### config.mk
export PLATFORM = sky130hd
export DESIGN_NAME = phy_sp_align_flat
export DESIGN_NICKNAME = d
export VERILOG_FILES = /design/src/rtl/phy_pkg.sv /design/src/rtl/phy_sp_align_if.sv /design/src/rtl/phy_sp_window.sv /design/src/rtl/phy_sp_align.sv /design/src/flat_wrapper.sv
export SDC_FILE = /design/constraint.sdc
export NUM_CORES = 1
export LEC_CHECK = 0
export CELL_PAD_IN_SITES_DETAIL_PLACEMENT = 1
export CELL_PAD_IN_SITES_GLOBAL_PLACEMENT = 2
export CORE_UTILIZATION = 35
export DETAILED_ROUTE_END_ITERATION = 8
export DONT_BUFFER_PORTS = 1
export PLACE_DENSITY = 0.76
export SLEW_MARGIN = 10
export SYNTH_ARGS = -nofsm -noshare
export SYNTH_HDL_FRONTEND = slang
export SYNTH_HIERARCHICAL = 1
export SYNTH_SLANG_ARGS = --single-unit
### constraint.sdc
create_clock -name clk_8f -period 1.5 [get_ports clk_8f]
set_input_delay 0.3 -clock clk_8f [delete_from_list [all_inputs] [get_ports clk_8f]]
set_output_delay 0.3 -clock clk_8f [all_outputs]
set_load 0.005 [all_outputs]
### src/rtl/phy_pkg.sv
// Shared definitions for the PHY lane receive path: FSM states, standard
// COM symbols and a constant-width helper.
package phy_pkg;

  typedef enum logic [1:0] {
    SEARCH = 2'd0,
    COUNT  = 2'd1,
    ACTIVE = 2'd2
  } state_t;

  localparam logic [7:0] COM_8B  = 8'hBC;
  localparam logic [9:0] COM_10B = 10'h17C;

  function automatic int unsigned clog2(input int unsigned value);
    int unsigned r;
    r = 0;
    for (int unsigned v = value - 1; v > 0; v = v >> 1) r++;
    return r;
  endfunction

endpackage

### src/rtl/phy_sp_align_if.sv
// Serial-in / parallel-out bus of the lane aligner. master = lane driver,
// slave = aligner.
interface phy_sp_align_if #(
  parameter int WIDTH = 8
);
  logic             data_in;
  logic             realign;
  logic [WIDTH-1:0] data_out;
  logic             valid_out;
  logic             active;
  logic             com_seen;

  modport master (
    output data_in, realign,
    input  data_out, valid_out, active, com_seen
  );

  modport slave (
    input  data_in, realign,
    output data_out, valid_out, active, com_seen
  );
endinterface

### src/rtl/phy_sp_window.sv
// Sliding WIDTH-bit window over the serial stream (newest bit in the LSB)
// with a COM comparator; shared with the lane-deskew block.
module phy_sp_window
  import phy_pkg::*;
#(
  parameter int               WIDTH = 8,
  parameter logic [WIDTH-1:0] COM   = WIDTH'(COM_8B)
) (
  input  logic             clk,
  input  logic             clr,
  input  logic             data_in,
  output logic [WIDTH-1:0] win,
  output logic             win_is_com
);

  // Only WIDTH-1 history bits are stored; the current bit completes the window.
  logic [WIDTH-2:0] sr;

  assign win        = {sr, data_in};
  assign win_is_com = (win == COM);

  always_ff @(posedge clk) begin
    if (clr) sr <= '0;
    else     sr <= win[WIDTH-2:0];
  end

endmodule

### src/rtl/phy_sp_align.sv
// Serial-to-parallel receiver: bit-slip search for COM, N_COM aligned COMs
// to lock, then one parallel word per WIDTH cycles with COM treated as idle.
module phy_sp_align
  import phy_pkg::*;
#(
  parameter int               WIDTH = 8,
  parameter logic [WIDTH-1:0] COM   = WIDTH'(COM_8B),
  parameter int               N_COM = 4
) (
  input  logic          clk_8f,
  input  logic          reset,
  phy_sp_align_if.slave bus
);

  localparam int unsigned BCW = clog2(WIDTH);
  localparam int unsigned CCW = clog2(N_COM + 1);
  localparam logic [BCW-1:0] LAST_BIT   = BCW'(WIDTH - 1);
  localparam logic [CCW-1:0] COM_TARGET = CCW'(N_COM);

  state_t           state, state_n;
  logic [BCW-1:0]   bit_cnt, bit_cnt_n;
  logic [CCW-1:0]   com_cnt, com_cnt_n;
  logic [WIDTH-1:0] data_q, data_n;
  logic             valid_q, valid_n;
  logic             com_q, com_n;
  logic [WIDTH-1:0] win;
  logic             win_is_com;
  logic             clr;

  assign clr = !reset || bus.realign;

  phy_sp_window #(
    .WIDTH (WIDTH),
    .COM   (COM)
  ) u_window (
    .clk        (clk_8f),
    .clr        (clr),
    .data_in    (bus.data_in),
    .win        (win),
    .win_is_com (win_is_com)
  );

  always_comb begin
    state_n   = state;
    bit_cnt_n = (bit_cnt == LAST_BIT) ? '0 : bit_cnt + 1'b1;
    com_cnt_n = com_cnt;
    data_n    = data_q;
    valid_n   = 1'b0;
    com_n     = 1'b0;
    case (state)
      SEARCH: begin
        // Sliding compare; a hit defines the word boundary.
        bit_cnt_n = '0;
        if (win_is_com) begin
          com_n     = 1'b1;
          com_cnt_n = CCW'(1);
          state_n   = (N_COM == 1) ? ACTIVE : COUNT;
        end
      end
      COUNT: begin
        if (bit_cnt == LAST_BIT) begin
          if (win_is_com) begin
            com_n = 1'b1;
            if (com_cnt != COM_TARGET) com_cnt_n = com_cnt + 1'b1;
            if (com_cnt + 1'b1 == COM_TARGET) state_n = ACTIVE;
          end else begin
            state_n   = SEARCH;
            com_cnt_n = '0;
          end
        end
      end
      ACTIVE: begin
        if (bit_cnt == LAST_BIT) begin
          data_n  = win;
          valid_n = !win_is_com;
          com_n   = win_is_com;
        end
      end
      default: state_n = SEARCH;
    endcase
  end

  always_ff @(posedge clk_8f) begin
    if (!reset) begin
      state   <= SEARCH;
      bit_cnt <= '0;
      com_cnt <= '0;
      data_q  <= '0;
      valid_q <= 1'b0;
      com_q   <= 1'b0;
    end else if (bus.realign) begin
      // Same as reset but the last delivered word stays visible.
      state   <= SEARCH;
      bit_cnt <= '0;
      com_cnt <= '0;
      valid_q <= 1'b0;
      com_q   <= 1'b0;
    end else begin
      state   <= state_n;
      bit_cnt <= bit_cnt_n;
      com_cnt <= com_cnt_n;
      data_q  <= data_n;
      valid_q <= valid_n;
      com_q   <= com_n;
    end
  end

  assign bus.data_out  = data_q;
  assign bus.valid_out = valid_q;
  assign bus.com_seen  = com_q;
  assign bus.active    = (state == ACTIVE);

endmodule

### src/flat_wrapper.sv
// flat-port wrapper written by rule: the top's interface ports become plain ports
module phy_sp_align_flat import phy_pkg::*;
#(
  parameter int               WIDTH = 8,
  parameter logic [WIDTH-1:0] COM   = WIDTH'(COM_8B),
  parameter int               N_COM = 4
)
  (clk_8f, reset, bus_data_in, bus_realign, bus_data_out, bus_valid_out, bus_active, bus_com_seen);
  phy_sp_align_if #(.WIDTH(WIDTH)) bus_i ();
  input  logic clk_8f;
  input  logic reset;
  input wire logic [$bits(bus_i.data_in)-1:0] bus_data_in;
  input wire logic [$bits(bus_i.realign)-1:0] bus_realign;
  output wire logic [$bits(bus_i.data_out)-1:0] bus_data_out;
  output wire logic [$bits(bus_i.valid_out)-1:0] bus_valid_out;
  output wire logic [$bits(bus_i.active)-1:0] bus_active;
  output wire logic [$bits(bus_i.com_seen)-1:0] bus_com_seen;
  assign bus_i.data_in = bus_data_in;
  assign bus_i.realign = bus_realign;
  assign bus_data_out = bus_i.data_out;
  assign bus_valid_out = bus_i.valid_out;
  assign bus_active = bus_i.active;
  assign bus_com_seen = bus_i.com_seen;
  phy_sp_align #(.WIDTH(WIDTH), .COM(COM), .N_COM(N_COM)) u_core (.clk_8f(clk_8f), .reset(reset), .bus(bus_i));
endmodule
Word-level counts from Yosys, hierarchy flattened
Cells that the tools add are included.
{"block": "classes", "bitwise_logic": 4, "n_addsub": 2, "n_eq_ne": 10, "n_reduce_logical": 11, "muxes": 14}
{"op": "3-bit two-way mux", "count": 4}
{"op": "3-bit != test, second input constant", "count": 3}
{"op": "8-bit == test, second input constant", "count": 1}
{"op": "2-bit two-way mux", "count": 4}
{"op": "4-bit AND reduction", "count": 2}
{"op": "4-bit OR reduction", "count": 2}
{"op": "3-bit by 1-bit adder with 3-bit output, second input constant", "count": 2}
{"op": "3-bit == test, second input constant", "count": 2}
{"op": "2-bit one-hot mux with 3 select lines", "count": 1}
{"op": "3-bit one-hot mux with 2 select lines", "count": 1}
{"op": "2-bit by 1-bit != test with 1-bit output, second input constant", "count": 2}
{"op": "1-bit NOT", "count": 4}
{"op": "1-bit two-way mux", "count": 3}
{"op": "1-bit one-hot mux with 3 select lines", "count": 1}
{"op": "3-bit AND reduction", "count": 1}
{"op": "2-bit by 1-bit == test with 1-bit output, second input constant", "count": 1}
{"op": "2-bit == test, second input constant", "count": 1}
{"op": "1-bit logical NOT", "count": 2}
{"op": "2-bit logical NOT", "count": 1}
{"op": "2-bit nonzero test", "count": 1}
{"op": "2-bit OR reduction", "count": 1}
{"op": "1-bit logical OR", "count": 1}
{"block": "totals", "wordCells": 48, "output_inout_bits": 11, "inputBits": 4, "regBits": 25}

Depth between registers and ports, before layout
Gate-level depths: netlist (run 1).
{"block": "depth", "word_depth": 6, "ltp_mapped": 7, "ltp_nobuf": 6}

Hierarchy
The synthesis (run 1) kept the hierarchy.
{"mod": "phy_sp_align", "seq_area_each_um2": 360.3, "area_per_inst_um2": 897.1, "n_inst": 1, "cells_per_inst": 86}
{"mod": "phy_sp_window", "seq_area_each_um2": 140.1, "area_per_inst_um2": 219.0, "n_inst": 1, "cells_per_inst": 18}

Worst setup path after synthesis (run 1)
No wires, ideal clock.
{"block": "synth_path", "path_type": "register to register", "startpoint": "register u_core.u_window.sr[5]", "endpoint": "register u_core.com_cnt[2]", "path_buffers": 0, "setup_slack_ns": -0.183, "arrival_ns": 1.565, "setup_time_ns": 0.119, "stages_incl_launch_ff": 7, "path_cell_list": "dfxtp_1 nand4b_1 nor4_2 nor2b_4 nor2_2 nand3_2 o221a_2"}
{"block": "synth_via", "elab_chain_cells": 4, "elab_cells_between_ends": 7}
{"element": "start, declared", "line": "phy_sp_window.sv:17", "text": "logic [WIDTH-2:0] sr;"}
{"element": "start signal, assigned", "line": "phy_sp_window.sv:24", "text": "else sr <= win[WIDTH-2:0];"}
{"element": "8-bit == test (*)", "line": "phy_sp_window.sv:20", "text": "assign win_is_com = (win == COM);"}
{"element": "named net u_core.win_is_com", "line": "phy_sp_align.sv:27", "text": "logic win_is_com;"}
{"element": "3-bit two-way mux", "line": "phy_sp_align.sv:62", "text": "if (win_is_com) begin"}
{"element": "3-bit two-way mux", "line": "phy_sp_align.sv:61", "text": "if (bit_cnt == LAST_BIT) begin"}
{"element": "3-bit one-hot mux with 2 select lines", "line": "phy_sp_align.sv:50", "text": "case (state)"}
{"element": "end signal, assigned", "line": "phy_sp_align.sv:101", "text": "com_cnt <= com_cnt_n;"}
{"element": "end, declared", "line": "phy_sp_align.sv:22", "text": "logic [CCW-1:0] com_cnt, com_cnt_n;"}
The timed path passes the listed nets; every way through them passes the cells marked *. The select of a mux whose other input is x is not followed.
A chain may end at the register's enable or synchronous reset.

Worst setup path in the final report (run 1)
{"block": "layout_path", "startpoint": "register u_core.u_window.sr[5]", "endpoint": "register u_core.com_cnt[1]"}
The elaborated chain is that of the path after synthesis.

==> results.ini, run 1 <==
[run_status]
status=finished with violations
violations=negative setup slack

[logic_synthesis]
synth_nets=117
yosysSeqAreaShare=0.448
synth_area_sq_um=1120
synthCells=104
yosysWarnings=6
ys_types=30
synth_top_cell_by_area=dfxtp_1
synth_area_per_cell_sq_um=10.7
async_flop_share=0
synth_common_cells=dfxtp_1 (25), nor2b_1 (14), mux2i_1 (13), ha_1 (9), nand2_1 (8)
synth_edf_count=0
ys.flop_type=dfxtp_1
ys_top_cells_by_area=dfxtp_1 (45%), mux2i_1 (12%), ha_1 (10%)
synth_top_area_frac=0.448
ys_ff_latch=25
synth_most_common_cell=dfxtp_1

[timing]
final.min_clock_period_ps=1580
setup_slack_ps=-80.3
period_share=1.05
maxSlewHeadroom=0.707
hold_viol=0
skew_ps=4.14
max_freq_mhz=633
rsz0062_at_grt=true
tns_ps=-263
tightest_slew_ps=440
finalMaxSlewViolations=0
setup_viol=5

[power_and_ir_drop]
leakage_nw=0.562
powerDensity_nw_per_um2=733
switching_power_uw=233
p_sw_frac=0.231
seq_power_share=0.660
clock_power_share=0.319
intPower_uw=775
ir_drop_uv=277
total_power_mw=1.01
pwr-share-comb=0.020

[critical_path]
ff2ff_path_depth=8
worst_setup_path_start_kind=register
required_ps=1740
crit_arrival_ps=1820
r2r_setup_slack_ps=-80
crit_path_end_kind=register
path_class=register to register
r2r-end=u_core/com_cnt[1]
r2r_start=u_core/u_window/sr[5]
critPathMaxFanout=6

[hold_path]
min_path_type=input port to register
min_to=u_core/bus.data_out[7]
whs_path_depth=1
worstHoldStart=reset

[drt]
vias=764
wl_per_cell_um=13.8
drc=0
drtPass1Iterations=4
drt_iter0_drc=20
vias_per_cell=4.63
totalWireLength_um=2280
final_antenna_net_count=0

[clocking]
postCtsHoldBufs=0
cts_buffers=3
insertion_delay_ps=330
cts.root.buffer_cell=clkbuf_4
clock_path_buffers=2
clock_sinks=25
cts_tree=built
clkTransAtPathRegs_ps=140
htreeDepth=1

[placed_design]
dpl.hpwl_um=1680
dpl.cell_count=157
gp_congestion=0.795
port_buffers=0

[die]
ioPinCount=15
die_width_um=58.5
initial_core_util=0.369
die_h_um=58.5
core_sq_um=3030
rows=20
dieArea_sq_um=3420

[finish]
drive_gt1_frac=0.339
final_cell_count_no_fill=165
final_nets=135
n_antenna_cell=0
areaGrowthSynthToFinish_pct=23.2
num-fill-cells=333

[global_routing]
grt_overflow=0
grt_pass1_wl_um=3750
grt_pass1_vias=787
grt.total_usage=0.149
grt_max_degree=16
antenna_found_initial=0

[flow_run]
drv_cap=0

==> how the worst max path moves through the flow <==
| stage | endpoint | start |
|---|---|---|
| floorplan | u_core/com_cnt[2] | u_core/u_window/sr[5] |
| global placement | u_core/com_cnt[1] | u_core/u_window/sr[5] |
| detailed placement | u_core/com_cnt[1] | u_core/u_window/sr[5] |
| CTS | u_core/com_cnt[1] | u_core/u_window/sr[5] |
| global route | u_core/com_cnt[0] | u_core/u_window/sr[5] |
| finish | u_core/com_cnt[1] | u_core/u_window/sr[5] |
==> layer usage <==
layer | part of all wire | vias to the layer above | global-route usage | wire length (um)
li1 | - | 386 | - | -
met1 | 0.47 | 368 | 0.194 | 1070
met2 | 0.50 | 8 | 0.250 | 1140
met3 | 0.020 | 2 | 0.0264 | 45
met4 | 0.0092 | 0 | 0.0510 | 21
met5 | 0 | - | 0 | 0
==> timing repair <==
| item | CTS | global route |
|---|---|---|
| endpoints found under the hold margin | 0 | 0 |
| buffers inserted | 2 | 2 |
| gates resized for setup | 7 | 12 |
| setup endpoints to repair | 7 | 15 |
| pin swaps | 0 | 3 |
==> critical path: stages, from the launching register on <==
cell	delay, ps
dfxtp_2	350
nand4b_1	220
nor4_4	250
buf_6	170
nor2b_4	60
nor2_4	110
nand3_2	90
buf_6	130
mux2i_1	110
==> state kept, by name, indices dropped and copies added (netlist names) <==
register              cells
u_core/bus.data_out       8
u_core/u_window/sr        7
u_core/bus.valid_out      1
u_core/bus.com_seen       1
u_core/state              2
u_core/bit_cnt            3
u_core/com_cnt            3
==> logic make-up after synthesis <==
logic type / synth area share
mux: 0.117
compound gates: 0.0347
flops: 0.448
simple gates: 0.239
buf+inv: 0.0605
fa+ha+maj: 0.101
==> through the flow <==
stage | instance area, sq um | hold slack (ps) | utilization | setup WS [ps]
after floorplan | 1120 | 405 | - | -69.8
final | 1380 | 86.8 | 0.454 | -80.3
after CTS | 1320 | 70.0 | 0.436 | -77.7
after global routing | 1380 | 58.4 | 0.454 | -194
after global placement | 1250 | 418 | 0.412 | -3.33
after detailed placement | 1250 | 427 | 0.412 | -93.6
==> cells in the final DEF (no fill, tap or decap), types with 2 or more instances in the layout <==
cell type / n
buf_4: 14
buf_6: 4
clkbuf_4: 3
dfxtp_1: 21
dfxtp_2: 3
ha_1: 7
inv_1: 5
mux2i_1: 12
nand2_1: 8
nand4_1: 2
nand4b_1: 2
nor2b_1: 14
==> area by class of cell <==
| type | instances | area [sq um] | area share |
|---|---|---|---|
| Tap cell | 44 | 55.1 | 0.0400 |
| Clock buffer | 3 | 22.5 | 0.0164 |
| Inverter | 7 | 33.8 | 0.0246 |
| Timing Repair Buffer | 18 | 150 | 0.109 |
| Sequential cell | 25 | 508 | 0.369 |
| Clock inverter | 1 | 7.51 | 0.00546 |
| Multi-Input combinational cell | 67 | 598 | 0.435 |
==> power by group through the flow <==
stage	registers [mW]	clock network (mW)	logic, mW
CTS	0.668	0.342	0.0206
global placement	0.682	0	0.0200
detailed placement	0.682	0	0.0203
finish	0.666	0.322	0.0204
global route	0.667	0.375	0.0221
floorplan	0.682	0	0.0209
(Power assumes the default switching activity.)
==> run 2: changes to the inputs <==
--- a/config.mk
+++ b/config.mk
@@ -11,8 +11,8 @@
 export DETAILED_ROUTE_END_ITERATION = 8
 export DONT_BUFFER_PORTS = 1
 export PLACE_DENSITY = 0.76
+export SKIP_LAST_GASP = 1
 export SLEW_MARGIN = 10
 export SYNTH_ARGS = -nofsm -noshare
 export SYNTH_HDL_FRONTEND = slang
-export SYNTH_HIERARCHICAL = 1
 export SYNTH_SLANG_ARGS = --single-unit
==> constraint.sdc (replaced) <==
create_clock -name clk_8f -period 1.5 [get_ports clk_8f]
set_input_delay 0.45 -clock clk_8f [delete_from_list [all_inputs] [get_ports clk_8f]]
set_output_delay 0.45 -clock clk_8f [all_outputs]
set_load 0.005 [all_outputs]
==> run 2 against run 1 <==
Net effect:
- the flow still finishes with violations (negative setup slack)
- count of clock-buffer cells in the layout unchanged
- non-clock buffer count decreased by 4
- first-iteration DRC count decreased by 45%
==> results.ini, run 2 <==
[run_status]
status=finished with violations
violations=negative setup slack

[critical_path]
ff2ff_path_depth=6
worst_setup_path_start_kind=register
path_class=register to register
r2r-end=u_core.com_cnt[0]
critPathLaunch=u_core.com_cnt[0]
crit_path_end_kind=register
critPathMaxFanout=4
r2r_start=u_core.com_cnt[0]
cpPeakStageDelay_ps=410
path_delay_family=compound AO/OA/AOI/OAI gates
path_cells=inv_2 -> ha_4 -> and2_4 -> a311o_1 -> a221oi_2 -> a311oi_1
critPathBufInv=1
cp_slowest_cell=a311o_1
crit_arrival_ps=1750
required_ps=1710
r2r_setup_slack_ps=-40

[die]
rows=20
dieArea_sq_um=3460
die_width_um=58.8
ioPinCount=15
die_h_um=58.8
core_sq_um=3050
initial_core_util=0.370

[drt]
totalWireLength_um=2470
drt_iter0_drc=11
wl_per_cell_um=15.0
vias=843
final_antenna_net_count=0
drc=0
drtPass1Iterations=2
vias_per_cell=5.11

[logic_synthesis]
ys_types=35
synth_nets=120
synth_area_per_cell_sq_um=10.6
synth_top_cell_by_area=dfxtp_1
ys_ff_latch=25
async_flop_share=0
yosysWarnings=0
ys.flop_type=dfxtp_1
synth_top_area_frac=0.442
ys_top_cells_by_area=dfxtp_1 (44%), ha_1 (10%), mux2i_1 (8.8%)
yosysSeqAreaShare=0.442
synth_edf_count=0
synth_common_cells=dfxtp_1 (25), mux2i_1 (10), ha_1 (9), nor2b_1 (9)
synth_most_common_cell=dfxtp_1
synth_area_sq_um=1130
synthCells=107

[hold_path]
worstHoldStart=bus_data_in
whs_path_depth=1
min_to=u_core.u_window.sr[0]
min_path_type=input port to register

[power_and_ir_drop]
powerDensity_nw_per_um2=714
ir_drop_uv=454
leakage_nw=0.547

[finish]
stdcell_area_sq_um=1400
final_common_cell=dfxtp_1
fin_util=0.459
largest_reg_flops=8
areaGrowthSynthToFinish_pct=23.9
n_antenna_cell=0
drive_gt1_frac=0.339
final_cell_count_no_fill=165
final_nets=135
final_cell_mix=dfxtp_1 (20), buf_4 (13), mux2i_1 (10)

[timing]
setup_slack_ps=-43.9
final.min_clock_period_ps=1540
period_share=1.03
whs_ps=230
setup_viol=1
rsz0062_at_grt=true
tns_ps=-43.9
hold_viol=0
skew_ps=1.71
maxSlewHeadroom=0.790
tightest_slew_ps=311
max_freq_mhz=648
finalMaxSlewViolations=0

[placed_design]
dpl.cell_count=159
port_buffers=0
placed_area_sq_um=1280
gp_congestion=0.771
dpl.hpwl_um=1830

[clocking]
cts.root.buffer_cell=clkbuf_4
clock_path_buffers=2
insertion_delay_ps=330
clkTransAtPathRegs_ps=140
htreeDepth=1
cts_tree=built
clock_sinks=25
cts_buffers=3

[global_routing]
grt_max_degree=16
grt_pass1_wl_um=4060
antenna_found_initial=0
grt_pass1_vias=853
grt.total_usage=0.161
grt_overflow=0

[flow_run]
drv_cap=0

==> run 2: cell count changes after synthesis, sizes merged, moves of 3 or more <==
cell   before  now
nor2b      16    9
nand2       8    4
buf         5    2
mux2i      13   10
and2        0    8
==> run 2: stage by stage <==
step / setup WS, ps / power [mW]
final: -43.9 / 1.00
after global routing: -112 / 1.03
after CTS: -77.4 / 1.01
after detailed placement: -154 / 0.700
after global placement: -21.0 / 0.700
after floorplan: 18.6 / 0.698
==> run 2: worst max-delay path by stage <==
stage | endpoint | slack (ps) | cells after the start
floorplan | u_core.com_cnt[0] | 20 | 6
global placement | u_core.com_cnt[0] | -20 | 6
detailed placement | u_core.com_cnt[0] | -150 | 6
CTS | u_core.com_cnt[0] | -80 | 6
global route | u_core.com_cnt[0] | -110 | 5
finish | u_core.com_cnt[0] | -40 | 6
==> run 2: metal layers <==
| layer | GRT usage | part of all wire | up-vias |
|---|---|---|---|
| li1 | - | - | 409 |
| met1 | 0.199 | 0.46 | 421 |
| met2 | 0.273 | 0.50 | 9 |
| met3 | 0.0242 | 0.026 | 4 |
| met4 | 0.0816 | 0.016 | 0 |
| met5 | 0 | 0 | - |
==> run 2: layout make-up <==
class                           instances  area (sq um)
Inverter                                7          26.3
Clock buffer                            3          22.5
Sequential cell                        25           509
Multi-Input combinational cell         71           663
Timing Repair Buffer                   14           118
Tap cell                               44          55.1
Fill cell                             363          1650
Clock inverter                          1          7.51
==> run 2: logic make-up (layout without fill, tap and decap cells) <==
| group | Yosys count | count (layout) | share of synthesized area |
|---|---|---|---|
| buffers and inverters | 11 | 25 | 0.0409 |
| AO/OA/AOI/OAI | 13 | 13 | 0.0962 |
| multiplexers | 10 | 10 | 0.0885 |
| AND/OR/NAND/NOR | 39 | 39 | 0.232 |
| adder cells (fa/ha/maj) | 9 | 9 | 0.0996 |
| flip-flops | 25 | 25 | 0.442 |
==> run 2: repair_timing <==
item | in CTS | in global routing
pin swaps | 6 | 6
hold buffers | 0 | 0
gates resized for setup | 13 | 9
hold endpoints to repair | 0 | 0
buffers inserted | 2 | 0
endpoints found under the setup margin | 11 | 13
==> run 2: where the power goes <==
group          internal, mW  switching (mW)  total, mW
Combinational        0.0101         0.00812     0.0182
Clock                 0.102           0.215      0.317
Sequential            0.664         0.00162      0.666
